### src/rtl/decode_stage.sv
// Decode stage: register file, immediate extender, control decoder, load-use
// stall, branch-shadow squash and the ID/EX pipeline register feeding execute.
module decode_stage #(
  parameter int DATA_W  = 32,
  parameter int PC_W    = 15,
  parameter int INSTR_W = 20
) (
  input  logic              clk,
  input  logic              reset,
  input  logic [INSTR_W-1:0] InstrD,
  input  logic [PC_W-1:0]   PCD,
  input  logic [PC_W-1:0]   PCPlus1D,
  input  logic              PCSrcE,
  input  logic              RegWriteW,
  input  logic [3:0]        RdW,
  input  logic [DATA_W-1:0] ResultW,
  output logic              StallD,
  output logic              RegWriteE,
  output logic              MemWriteE,
  output logic              MemtoRegE,
  output logic              BranchE,
  output logic              JumpE,
  output logic              ALUSrcE,
  output logic [2:0]        ALUControlE,
  output logic [DATA_W-1:0] RD1E,
  output logic [DATA_W-1:0] RD2E,
  output logic [DATA_W-1:0] ImmExtE,
  output logic [PC_W-1:0]   PCE,
  output logic [PC_W-1:0]   PCPlus1E,
  output logic [3:0]        RdE,
  output logic [3:0]        Rs1E,
  output logic [3:0]        Rs2E
);

  typedef enum logic [3:0] {
    OP_ADD  = 4'h0, OP_SUB = 4'h1, OP_AND = 4'h2, OP_OR  = 4'h3,
    OP_XOR  = 4'h4, OP_SLT = 4'h5, OP_ADDI = 4'h6, OP_LW = 4'h7,
    OP_SW   = 4'h8, OP_BEQ = 4'h9, OP_JMP  = 4'hA
  } opcode_e;

  typedef struct packed {
    logic              reg_write;
    logic              mem_write;
    logic              memto_reg;
    logic              branch;
    logic              jump;
    logic              alu_src;
    logic [2:0]        alu_control;
    logic [DATA_W-1:0] rd1;
    logic [DATA_W-1:0] rd2;
    logic [DATA_W-1:0] imm;
    logic [PC_W-1:0]   pc;
    logic [PC_W-1:0]   pc_plus1;
    logic [3:0]        rd;
    logic [3:0]        rs1;
    logic [3:0]        rs2;
  } idex_t;

  logic [DATA_W-1:0] regs [16];
  logic              kill_d;
  logic              dec_valid;
  logic              uses_rs1;
  logic              uses_rs2;
  logic              hz;
  idex_t             dec;
  idex_t             idex;

  logic [DATA_W-1:0] imm8_sext;
  logic [DATA_W-1:0] imm12_sext;
  logic [3:0]        op;

  assign op         = InstrD[19:16];
  assign imm8_sext  = {{(DATA_W-8){InstrD[7]}}, InstrD[7:0]};
  assign imm12_sext = {{(DATA_W-12){InstrD[11]}}, InstrD[11:0]};

  always_comb begin
    dec       = '0;
    dec_valid = 1'b0;
    uses_rs1  = 1'b0;
    uses_rs2  = 1'b0;
    case (op)
      OP_ADD, OP_SUB, OP_AND, OP_OR, OP_XOR, OP_SLT: begin
        dec_valid       = 1'b1;
        uses_rs1        = 1'b1;
        uses_rs2        = 1'b1;
        dec.reg_write   = 1'b1;
        dec.alu_control = op[2:0];
        dec.rd          = InstrD[15:12];
        dec.rs1         = InstrD[11:8];
        dec.rs2         = InstrD[7:4];
      end
      OP_ADDI, OP_LW: begin
        dec_valid     = 1'b1;
        uses_rs1      = 1'b1;
        dec.reg_write = 1'b1;
        dec.alu_src   = 1'b1;
        dec.memto_reg = (op == OP_LW);
        dec.imm       = imm8_sext;
        dec.rd        = InstrD[15:12];
        dec.rs1       = InstrD[11:8];
      end
      // SW and BEQ both read their second operand from the rd field.
      OP_SW, OP_BEQ: begin
        dec_valid       = 1'b1;
        uses_rs1        = 1'b1;
        uses_rs2        = 1'b1;
        dec.mem_write   = (op == OP_SW);
        dec.alu_src     = (op == OP_SW);
        dec.branch      = (op == OP_BEQ);
        dec.alu_control = (op == OP_BEQ) ? 3'd1 : 3'd0;
        dec.imm         = imm8_sext;
        dec.rs1         = InstrD[11:8];
        dec.rs2         = InstrD[15:12];
      end
      OP_JMP: begin
        dec_valid = 1'b1;
        dec.jump  = 1'b1;
        dec.imm   = imm12_sext;
      end
      default: dec_valid = 1'b0;
    endcase

    dec.pc       = PCD;
    dec.pc_plus1 = PCPlus1D;
    // Reads bypass the array when writeback targets the same register this cycle.
    if (dec.rs1 == 4'd0)
      dec.rd1 = '0;
    else if (RegWriteW && RdW == dec.rs1)
      dec.rd1 = ResultW;
    else
      dec.rd1 = regs[dec.rs1];
    if (dec.rs2 == 4'd0)
      dec.rd2 = '0;
    else if (RegWriteW && RdW == dec.rs2)
      dec.rd2 = ResultW;
    else
      dec.rd2 = regs[dec.rs2];
  end

  assign hz = MemtoRegE && (RdE != 4'd0) &&
              ((uses_rs1 && dec.rs1 == RdE) || (uses_rs2 && dec.rs2 == RdE));
  assign StallD = hz && !PCSrcE && !kill_d;

  always_ff @(posedge clk or negedge reset) begin
    if (!reset) begin
      for (int i = 0; i < 16; i++)
        regs[i] <= '0;
    end else if (RegWriteW && RdW != 4'd0) begin
      regs[RdW] <= ResultW;
    end
  end

  // The instruction fetched in the cycle a branch resolves is wrong-path.
  always_ff @(posedge clk or negedge reset) begin
    if (!reset)
      kill_d <= 1'b0;
    else
      kill_d <= PCSrcE;
  end

  always_ff @(posedge clk or negedge reset) begin
    if (!reset)
      idex <= '0;
    else if (PCSrcE || kill_d || StallD || !dec_valid)
      idex <= '0;
    else
      idex <= dec;
  end

  assign RegWriteE   = idex.reg_write;
  assign MemWriteE   = idex.mem_write;
  assign MemtoRegE   = idex.memto_reg;
  assign BranchE     = idex.branch;
  assign JumpE       = idex.jump;
  assign ALUSrcE     = idex.alu_src;
  assign ALUControlE = idex.alu_control;
  assign RD1E        = idex.rd1;
  assign RD2E        = idex.rd2;
  assign ImmExtE     = idex.imm;
  assign PCE         = idex.pc;
  assign PCPlus1E    = idex.pc_plus1;
  assign RdE         = idex.rd;
  assign Rs1E        = idex.rs1;
  assign Rs2E        = idex.rs2;

endmodule
### config.mk
export PLATFORM = sky130hd
export DESIGN_NAME = decode_stage
export DESIGN_NICKNAME = d
export VERILOG_FILES = /design/src/rtl/decode_stage.sv
export SDC_FILE = /design/constraint.sdc
export NUM_CORES = 1
export LEC_CHECK = 0
export CAP_MARGIN = 20
export CORE_MARGIN = 3
export CORE_UTILIZATION = 45
export DETAILED_ROUTE_END_ITERATION = 10
export PLACE_DENSITY = 0.69
export SLEW_MARGIN = 20
export SYNTH_ARGS = -nofsm -noshare
export SYNTH_HDL_FRONTEND = slang
export SYNTH_SLANG_ARGS = --single-unit
export TNS_END_PERCENT = 1
### constraint.sdc
create_clock -name clk -period 5.5 [get_ports clk]
set_input_delay 0.55 -clock clk [delete_from_list [all_inputs] [get_ports clk]]
set_output_delay 0.55 -clock clk [all_outputs]
set_load 0.1 [all_outputs]
-- Word-level counts from Yosys, hierarchy flattened
Index checks and enable logic that the tools add are counted.
Widths: inputs -> output; s select.
- bits in registers: 660
- input bits: 90
- output and inout bits: 148
- word-level logic and storage cells: 112
- order comparisons: 4
- eq/ne operators: 14
- muxes and demuxes: 29
- bitwise gates (word level): 3
- reductions and logical operators: 30
- operators with widths (cell ; count):
    $bwmux 512 ; 1
    $mux 32 ; 9
    $bmux 32 s4 ; 2
    $mux 147 ; 1
    $demux 32 s4 ; 1
    $pmux 32 s2 ; 1
    $eq 4x3->1 const B ; 4
    $eq 4x4->1 ; 4
    $reduce_or 8->1 ; 2
    $ge 5x5->1 const B ; 3
    $not 4->5 ; 3
    $eq 4x4->1 const B ; 3
    $logic_not 4->1 ; 3
    $reduce_or 11->1 ; 1
    $logic_and 1x1->1 ; 10
    $reduce_or 10->1 ; 1
    $mux 1 ; 9
    $eq 4x2->1 const B ; 2
    $mux 4 ; 2
    $pmux 4 s2 ; 1
    $reduce_bool 4->1 ; 2
    $pmux 3 s2 ; 1
    $reduce_or 6->1 ; 1
    $lt 5x1->1 const B ; 1
    other kinds (6) ; 12

-- Longest topological paths before layout
Gate-level depths: netlist of the first run.
- word-level depth: 12
- gate-level depth with buffers: 11
- depth with buffers taken out: 7

-- Worst setup path before layout of the first run
Ideal clock, no wire load.
- path type: input to output
- from: input port InstrD[18]
- to: output port StallD
- data arrival time: 2.577 ns
- required time: 4.950 ns
- setup slack: 2.373 ns
- stages: 7
- path buffers: 1
- cell sequence: buf_4 > nor3b_4 > a22oi_4 > xnor2_1 > o41a_2 > or2_1 > inv_2
- word-level cells in the longest chain between the ends: 9
- elaborated cells on any way between the ends: 26
- classes of those cells: eq/ne: 11; mux: 4; reduce/logical: 11
- RTL lines (what ; line ; text):
    start, declared ; 10 ; input logic [INSTR_W-1:0] InstrD,
    $eq 4x1->1 (tied with other cells) ; 81 ; case (op)
    $reduce_or 6->1 (tied with other cells) ; -- ;
    $pmux 4 s2 / $mux 4 (equally long branches) ; 81 ;
    $eq 4x4->1 ; 141 ; ((uses_rs1 && dec.rs1 == RdE) || (uses_rs2 && dec.rs2 == RdE));
    $logic_and 1x1->1 ; 141 ;
    $logic_or 1x1->1 (*) ; 141 ;
    $logic_and 1x1->1 (*) ; 140 ; assign hz = MemtoRegE && (RdE != 4'd0) &&
    $logic_and 1x1->1 (*) (2 in a row) ; 142 ; assign StallD = hz && !PCSrcE && !kill_d;
    end, declared ; 17 ; output logic StallD,
Mark *: on every way between the ends. The rest lies on a longest branch, timed or not.

-- Final worst setup path of the first run
- from: input port InstrD[19]
- to: output port StallD
The elaborated chain is that of the path after synthesis.

==> results of run 1 <==
[final cells by class]
cell class,instances,area [um^2]
clock buffer,103,2151
antenna,2,5.005
timing repair buffer,297,2988
clock inverter,20,271.5
tap,950,1189
inverter,35,131.4
sequential,640,16020
multi-input combinational,2063,15540
fill,6167,33800
[path summary, 6_finish.rpt]
path / from / to / depth (start not counted)
max: InstrD[19] / StallD / 8
min: regs[494] / regs[494] / 0
max reg2reg: RdE[0] / RD2E[16] / 7
min reg2reg: regs[494] / regs[494] / 0
max in group asynchronous: reset / regs[291] / 3
min in group asynchronous: reset / PCPlus1E[13] / 2
[flip-flops by register name (all words and copies together), names as in the netlist]
name,cells
BranchE,1
regs,512
RdE,4
JumpE,1
PCE,15
ALUControlE,3
RD2E,32
MemWriteE,1
RegWriteE,1
kill_d,1
Rs1E,4
RD1E,32
ImmExtE,12
PCPlus1E,15
Rs2E,4
MemtoRegE,1
ALUSrcE,1
[cell usage in the layout (no fill, tap or decap), types with 75 or more instances in the layout]
| cell type | n |
|---|---|
| dfrtp_1 | 640 |
| mux2_2 | 321 |
| mux2i_1 | 288 |
| nand2_1 | 264 |
| clkdlybuf4s50_1 | 233 |
| o21ai_0 | 226 |
| and2_1 | 161 |
| a211oi_1 | 160 |
| a221oi_1 | 128 |
| nor2_1 | 75 |
[power breakdown]
group | internal (mW) | switching, mW
registers | 5.53 | 0.651
clock network | 2.99 | 1.96
logic | 1.20 | 1.49
[critical path: stages]
cell and delay, ps:
clkdlybuf4s50_1 840, nor3b_4 530, a22oi_4 190, xnor2_1 160, o41a_2 590, or2_1 350, inv_2 90, buf_4 290
[layer usage]
| layer | share of wire, % | up-vias |
|---|---|---|
| li1 | - | 11350 |
| met1 | 40 | 13460 |
| met2 | 46 | 1513 |
| met3 | 9.8 | 327 |
| met4 | 4.2 | 0 |
| met5 | 0 | - |
[cell families (layout without fill, tap and decap cells)]
kind of cell,count (synthesis),after routing,share of synthesized area (%)
xor+xnor,14,14,0.3713
buf+inv,396,455,5.012
mux,609,609,19.67
other cells,0,2,0
flops,640,640,48.49
simple gates,704,704,10.85
compound gates,736,736,15.60
[what timing repair did]
action / CTS / global route
hold endpoints to repair: 75 / 0
hold buffers: 1 / 0
endpoints found under the setup margin: 0 / 0
[through the flow]
step	cells	area (um^2)	setup WS, ps	util [%]	hold WS, ps
after detailed placement	3984	35860	1250	49.73	410.7
after floorplan	3099	33030	2373	-	254.4
after global routing	4108	38290	1191	53.11	439.8
after CTS	4108	38290	1357	53.11	425.7
final	4110	38290	1338	53.11	424.9
after global placement	3983	35840	1374	49.71	406.6
==> results.yml, run 1 <==
cts:
  clock_latency_ps: 630
  cts.sinks: 640
  postCtsSetupBuffers: 0
  cts.reportedPaths.clkPinSlew_ps: 60
  cts_tree: "yes"
  ctsHtreeMaxLevel: 3
  cts-root-buf: "clkbuf_16"
  cts_made_buffers: 70
  post_cts_resized: 0
  clock_path_buffers: 3
route:
  vias_per_cell: 6.484
  drc_errors: 0
  via_count: 26650
  avgRoutedWirePerCell_um: 27.22
  drtPass1Iterations: 9
  first_iter_violations: 3027
  ant_nets: 0
  finalWirelength_um: 111900
worst_setup_path:
  end_kind: "primary output"
  start_kind: "input port"
  crit_path_max_fanout: 17
  required_ps: 4950
  crit_type: "input port to primary output"
  worstPathArrival_ps: 3610
  r2r_slack_ps: 2560
global_routing:
  gr-usage-met3_pct: 6.635
  grtUsageMet1_pct: 37.38
  grt_overflow_total: 0
  grt_pass1_wl_um: 169200
  use_met2_pct: 44.45
  grt_max_degree: 167
  grt_pass1_vias: 27090
  antenna_found_initial: 1
  grt_busiest_layer: "met2"
  track_usage_pct: 28.32
logic_synthesis:
  synth_edf_count: 0
  synthTopCellsByCount: "640 x dfrtp_1, 321 x mux2_2, 288 x mux2i_1"
  synth.avg_cell_area_um2: 10.66
  synth_top_area_share_pct: 48.49
  yosys_warnings: 0
  synth-seq-cells: 640
  ys_async_sr_fraction_pct: 100.0
  synth_cell_type_count: 55
  syn-cell-area_um2: 33030
  yosysTopAreaCell: "dfrtp_1"
  synth.net_count: 3189
  synthTopCellsByArea: "dfrtp_1 48%, mux2_2 11%, mux2i_1 8.7%"
  synth-main-ff-cell: "dfrtp_1"
  synth_most_common_cell: "dfrtp_1"
  yosysSeqAreaShare_pct: 48.49
  syn_inst: 3099
timing:
  skew_ps: 28.46
  fmaxAchievable_mhz: 240.3
  worstMarginPinSlew_ps: 1122
  period_share_pct: 75.66
  finalSetupViolations: 0
  final_max_slew_viol_count: 0
  tns_ps: 0
  rsz0062_at_grt: "false"
  hold_viol_final: 0
  min_period_ps: 4162
  relSlewSlack_pct: 25.04
pwr:
  ir_worst_vdd_uv: 205.6
  leakage_nw: 16.07
  power_density_nw_per_um2: 361.1
  p_total_mw: 13.83
placement:
  io_buffers: 237
  hpwl_um: 64000
  place_congestion: 0.8571
die:
  num_io_pins: 238
  num_rows: 98
  die_height_um: 276.9
  dieArea_um2: 76680
  start_util_pct: 45.81
  die_w_um: 276.9
  core-area_um2: 72100
job:
  max_cap_violations: 0
finish:
  nets: 3197
  syn_to_final_growth_pct: 15.95
  drive_gt1_share_pct: 17.23
worst_hold_path:
  worstHoldPathType: "register to register"
status:
  status: "complete, no violations"
(Power assumes the default switching activity.)
==> inputs of run 2 (changes only) <==
- PLACE_DENSITY: 0.69 -> 0.71
- clock period: 5.5 -> 3.4 ns (I/O delays scaled with it)
==> results.yml, run 2 (synthesized netlist as in run 1, its figures left out) <==
finish:
  syn_to_final_growth_pct: 18.81
  top_register: "regs"
  nets: 3273
  final_cell_mix: "640 x dfrtp_1, 321 x mux2_2, 288 x mux2i_1"
  register_area_um2: 16020
  drive_gt1_share_pct: 19.62
  multi_input_area_um2: 15550
  num-fill-cells: 6200
  largest_reg_flops: 512
  mostFrequentLayoutCell: "dfrtp_1"
job:
  max_cap_violations: 0
die:
  die_w_um: 276.9
  num_rows: 98
  die_height_um: 276.9
  dieArea_um2: 76680
  start_util_pct: 45.81
  num_io_pins: 238
  core-area_um2: 72100
global_routing:
  track_usage_pct: 28.73
  grt_pass1_vias: 26390
  grt_overflow_total: 0
  antenna_found_initial: 4
  grt_pass1_wl_um: 170200
  grt_max_degree: 129
timing:
  finalSetupViolations: 0
  hold_viol_final: 0
  fmaxAchievable_mhz: 317.1
  fin_ws_ps: 246.8
  worstMarginPinSlew_ps: 1029
  skew_ps: 23.17
  final_max_slew_viol_count: 0
  tns_ps: 0
  rsz0062_at_grt: "false"
  period_share_pct: 92.74
  relSlewSlack_pct: 31.20
  min_period_ps: 3153
worst_setup_path:
  crit_type: "register to primary output"
  start_kind: "register"
  crit_path_max_fanout: 6
  end_kind: "primary output"
  worstPathArrival_ps: 2810
  required_ps: 3060
pwr:
  leakage_nw: 16.61
  ir_worst_vdd_uv: 431.5
  power_density_nw_per_um2: 575.4
cts:
  clock_latency_ps: 630
  post_cts_resized: 0
  clock_path_buffers: 3
  cts-root-buf: "clkbuf_16"
  ctsHtreeMaxLevel: 3
  cts.reportedPaths.clkPinSlew_ps: 60
  cts.sinks: 640
  cts_tree: "yes"
  postCtsSetupBuffers: 0
  cts_made_buffers: 72
route:
  vias_per_cell: 6.419
  first_iter_violations: 2719
  finalWirelength_um: 113200
  ant_nets: 0
  drc_errors: 0
  avgRoutedWirePerCell_um: 27.05
  drtPass1Iterations: 6
  via_count: 26850
status:
  status: "complete, no violations"
worst_hold_path:
  worstHoldPathType: "input port to register"
placement:
  hpwl_um: 66570
  io_buffers: 237
  place_congestion: 0.8476
  pre_cts_ws_ps: 70.14
## run 2: cell types whose count changed in the layout (fill, tap and decap cells not counted), sizes merged
cell	before	now
diode	2	1
clkinv	11	8
bufinv	6	8
inv	37	38
clkdlybuf4s50	233	212
buf	63	158
## run 2: layout make-up
cell class | instances | share of cell area [%]
Tap cell | 950 | 3.029
Inverter | 35 | 0.3348
Antenna cell | 1 | 0.006377
Clock buffer | 103 | 5.382
Clock inverter | 20 | 0.8004
Sequential cell | 640 | 40.82
Timing Repair Buffer | 371 | 10.00
Multi-Input combinational cell | 2063 | 39.63
## run 2: report_power, final
part,total [mW],leakage (nW),switching (mW),internal (mW)
combinational,4.45,7.25,2.42,2.04
clock,8.12,1.19,3.21,4.91
sequential,10.0,8.17,1.05,8.95
total,22.6,16.6,6.68,15.9
## run 2: routing by layer
| layer | vias to the layer above | global-route usage, % | wire length, um |
|---|---|---|---|
| met5 | - | 0 | 32 |
| met4 | 6 | 10.34 | 4247 |
| met3 | 299 | 7.292 | 11250 |
| met2 | 1483 | 44.56 | 51370 |
| met1 | 13530 | 39.06 | 46260 |
| li1 | 11530 | - | - |
## run 2: what timing repair did
item / 4_1_cts / 5_1_grt
hold buffers: 1 / 0
setup endpoints to repair: 0 / 0
endpoints found under the hold margin: 60 / 0
## run 2: path summary, 6_finish.rpt
kind	from	end	slack (ps)	cells after the start
max in group asynchronous	reset	regs[16]	2100	4
worst min register to register	regs[511]	regs[511]	430	0
min in group asynchronous	reset	RegWriteE	310	2
worst max-delay path	RdE[0]	StallD	250	7
worst max register to register	RdE[0]	RD2E[15]	710	7
worst min-delay path	InstrD[9]	Rs1E[1]	270	2
## run 2: worst max-delay path, cell delays in order, from the launching register on
cell and delay, ps:
dfrtp_1 480, xor2_1 200, a211oi_1 180, nor2_1 80, o41a_2 590, or2_1 340, inv_2 140, buf_12 180
## run 2: per-stage QoR
step	power (mW)	hold slack, ps	util (%)	cell area, um^2	instances
floorplan	12.94	44.41	-	33030	3099
global placement	14.33	380.5	51.03	36790	4058
detailed placement	14.49	376.5	51.04	36800	4058
CTS	22.58	255.5	54.42	39240	4182
global route	23.49	263.7	54.42	39240	4182
finish	22.58	269.4	54.42	39240	4183
==> RTL edit: new RTL, config.mk and constraints of run 2 <==
Make the reset (`reset`) synchronous in 3 clocked blocks.
--- a/src/rtl/decode_stage.sv
+++ b/src/rtl/decode_stage.sv
@@ -141,7 +141,7 @@
               ((uses_rs1 && dec.rs1 == RdE) || (uses_rs2 && dec.rs2 == RdE));
   assign StallD = hz && !PCSrcE && !kill_d;
 
-  always_ff @(posedge clk or negedge reset) begin
+  always_ff @(posedge clk) begin
     if (!reset) begin
       for (int i = 0; i < 16; i++)
         regs[i] <= '0;
@@ -151,14 +151,14 @@
   end
 
   // The instruction fetched in the cycle a branch resolves is wrong-path.
-  always_ff @(posedge clk or negedge reset) begin
+  always_ff @(posedge clk) begin
     if (!reset)
       kill_d <= 1'b0;
     else
       kill_d <= PCSrcE;
   end
 
-  always_ff @(posedge clk or negedge reset) begin
+  always_ff @(posedge clk) begin
     if (!reset)
       idex <= '0;
     else if (PCSrcE || kill_d || StallD || !dec_valid)
Formal check against the unedited RTL: not equivalent (Yosys sat finds a counterexample within 4 cycles, from zero or initial values and one cycle with reset low; the reset may be asserted at any time).
==> RTL edit against run 2 <==
Cell area rose by 0.66%; combinational power fell by 31%; synthesized area barely moved; sequential cell count stayed put; power is 12% lower; first-iteration DRC count up 49%; worst setup slack better by 0.094 ns; wire length up 6.7%; largest power group unchanged.
==> RTL edit: results (changes against run 2) <==
status - finished clean (unchanged)
max incr delay on CP - 0.62 ns (was 0.59 ns)
worst reg2reg endpoint - RD2E[14]$_SDFF_PP0_ (was RD2E[15]$_DFF_PN0_)
I/O Buffers - 237 (unchanged)
largest net degree at the start of global routing - 76 (was 129)
part of the Yosys area used for sequential elements - 54.3% (was 48.5%)
first-pass iteration count of the detailed router - 8 (was 6)
EDFF count, synth - 512 (was 0)
Max VDD drop - 0.376 mV (was 0.431 mV)
Placed Cells - 4242 (was 4058)
DP HPWL - 72.7 mm (was 66.6 mm)
Most used DFF post-synth - edfxtp_1 (was dfrtp_1)
critical path depth in cells - 7 (unchanged)
Nets - 3455 (was 3273)
sw frac - 27.7% (was 29.6%)
synth top area cells - edfxtp_1, and2_1, dfxtp_1, nand2_1, mux2i_1 (was dfrtp_1, mux2_2, mux2i_1, a211oi_1, o21ai_0)
max FFs per register - 512 (unchanged)
number of global-route vias before repair - 25.9k (was 26.4k)
Slew Limit Headroom - 29.5% (was 31.2%)
critical path's top delay family - buffers and inverters (was compound AO/OA/AOI/OAI gates)
leakage - 14.3 nW (was 16.6 nW)
Post-Synth XOR/XNOR Area - 0.425% (was 0.371%)
FF-to-FF Start - RdE[0]$_SDFF_PP0_ (was RdE[0]$_DFF_PN0_)
Inserted Clock Buffers - 71 (was 72)
routability cong. - 0.917 (was 0.848)
Worst Skew - 0.0241 ns (was 0.0232 ns)
Via Count - 27.5k (was 26.9k)
Setup crit start - InstrD[17] (was RdE[0]$_DFF_PN0_)
Worst R2R Path Depth - 8 (was 7)
mux contribution to synthesized area - 7.24% (was 19.7%)
Worst Hold End - kill_d$_SDFF_PN0_ (was Rs1E[1]$_DFF_PN0_)
HP Start - reset (was InstrD[9])
Synth Area in Compound Gates - 9.88% (was 15.6%)
placed cell areas - 0.0372 mm² (was 0.0368 mm²)
DRT Wirelength - 121 mm (was 113 mm)
Clock power frac - 38.3% (was 36.0%)
Total GRT Usage - 30.6% (was 28.7%)
FF-to-FF setup slack - 1.05 ns (was 0.71 ns)
sequential share of power - 46.1% (was 44.3%)
Mean Syn Cell Area - 10.4 µm² (was 10.7 µm²)
distinct cell type count after synthesis - 64 (was 55)
pre-CTS WS - 0.0730 ns (was 0.0701 ns)
top cells by count, synth - nand2_1, and2_1, edfxtp_1, clkbuf_1, mux2i_1 (was dfrtp_1, mux2_2, mux2i_1, nand2_1, clkbuf_1)
layout cells sized above 1 - 12.6% (was 19.6%)
Sw Pwr - 5.49 mW (was 6.68 mW)
worst hold slack - 0.185 ns (was 0.269 ns)
post-synthesis async set-or-reset flop share - 0% (was 100%)
critical path's slowest cell - clkdlybuf4s50_1 (was o41a_2)
post-route insts no fill - 4376 (was 4183)
initial antenna violation count - 6 (was 4)
first-pass GRT wire length - 175 mm (was 170 mm)
CP max FO - 10 (was 6)
drt initial violations - 4046 (was 2719)
Crit path arrival time - 2.72 ns (was 2.81 ns)
==> RTL edit: cell types whose count changed in the layout (fill, tap and decap cells not counted), sizes merged, moves of 144 or more <==
cell    delta
and2     +349
mux2     -250
nand2    +264
dfrtp    -640
edfxtp   +512
nand3    +144
o21ai    -165
==> RTL edit: cell families after synthesis <==
logic type	after synthesis
other	1
multiplexers	230
buffers and inverters	321
AO/OA/AOI/OAI	459
AND/OR/NAND/NOR	1515
XOR/XNOR	16
flip-flops	640
==> RTL edit: final cells by class <==
class	instances	area (µm²)
clock inverters	26	208
clock buffers	106	2050
inverters	10	37.5
repair buffers	390	4110
well taps	950	1190
diodes	2	5.00
fillers	6148	32600
flip-flops and latches	640	17900
multi-input cells	2252	14000
==> RTL edit: layer usage <==
layer | vias up | track usage, % | routed length, µm
met3 | 377 | 7.18 | 17000
met4 | 2 | 13.5 | 5950
li1 | 11700 | - | -
met5 | - | 0 | 13
met2 | 2331 | 46.1 | 52200
met1 | 13100 | 42.1 | 45500
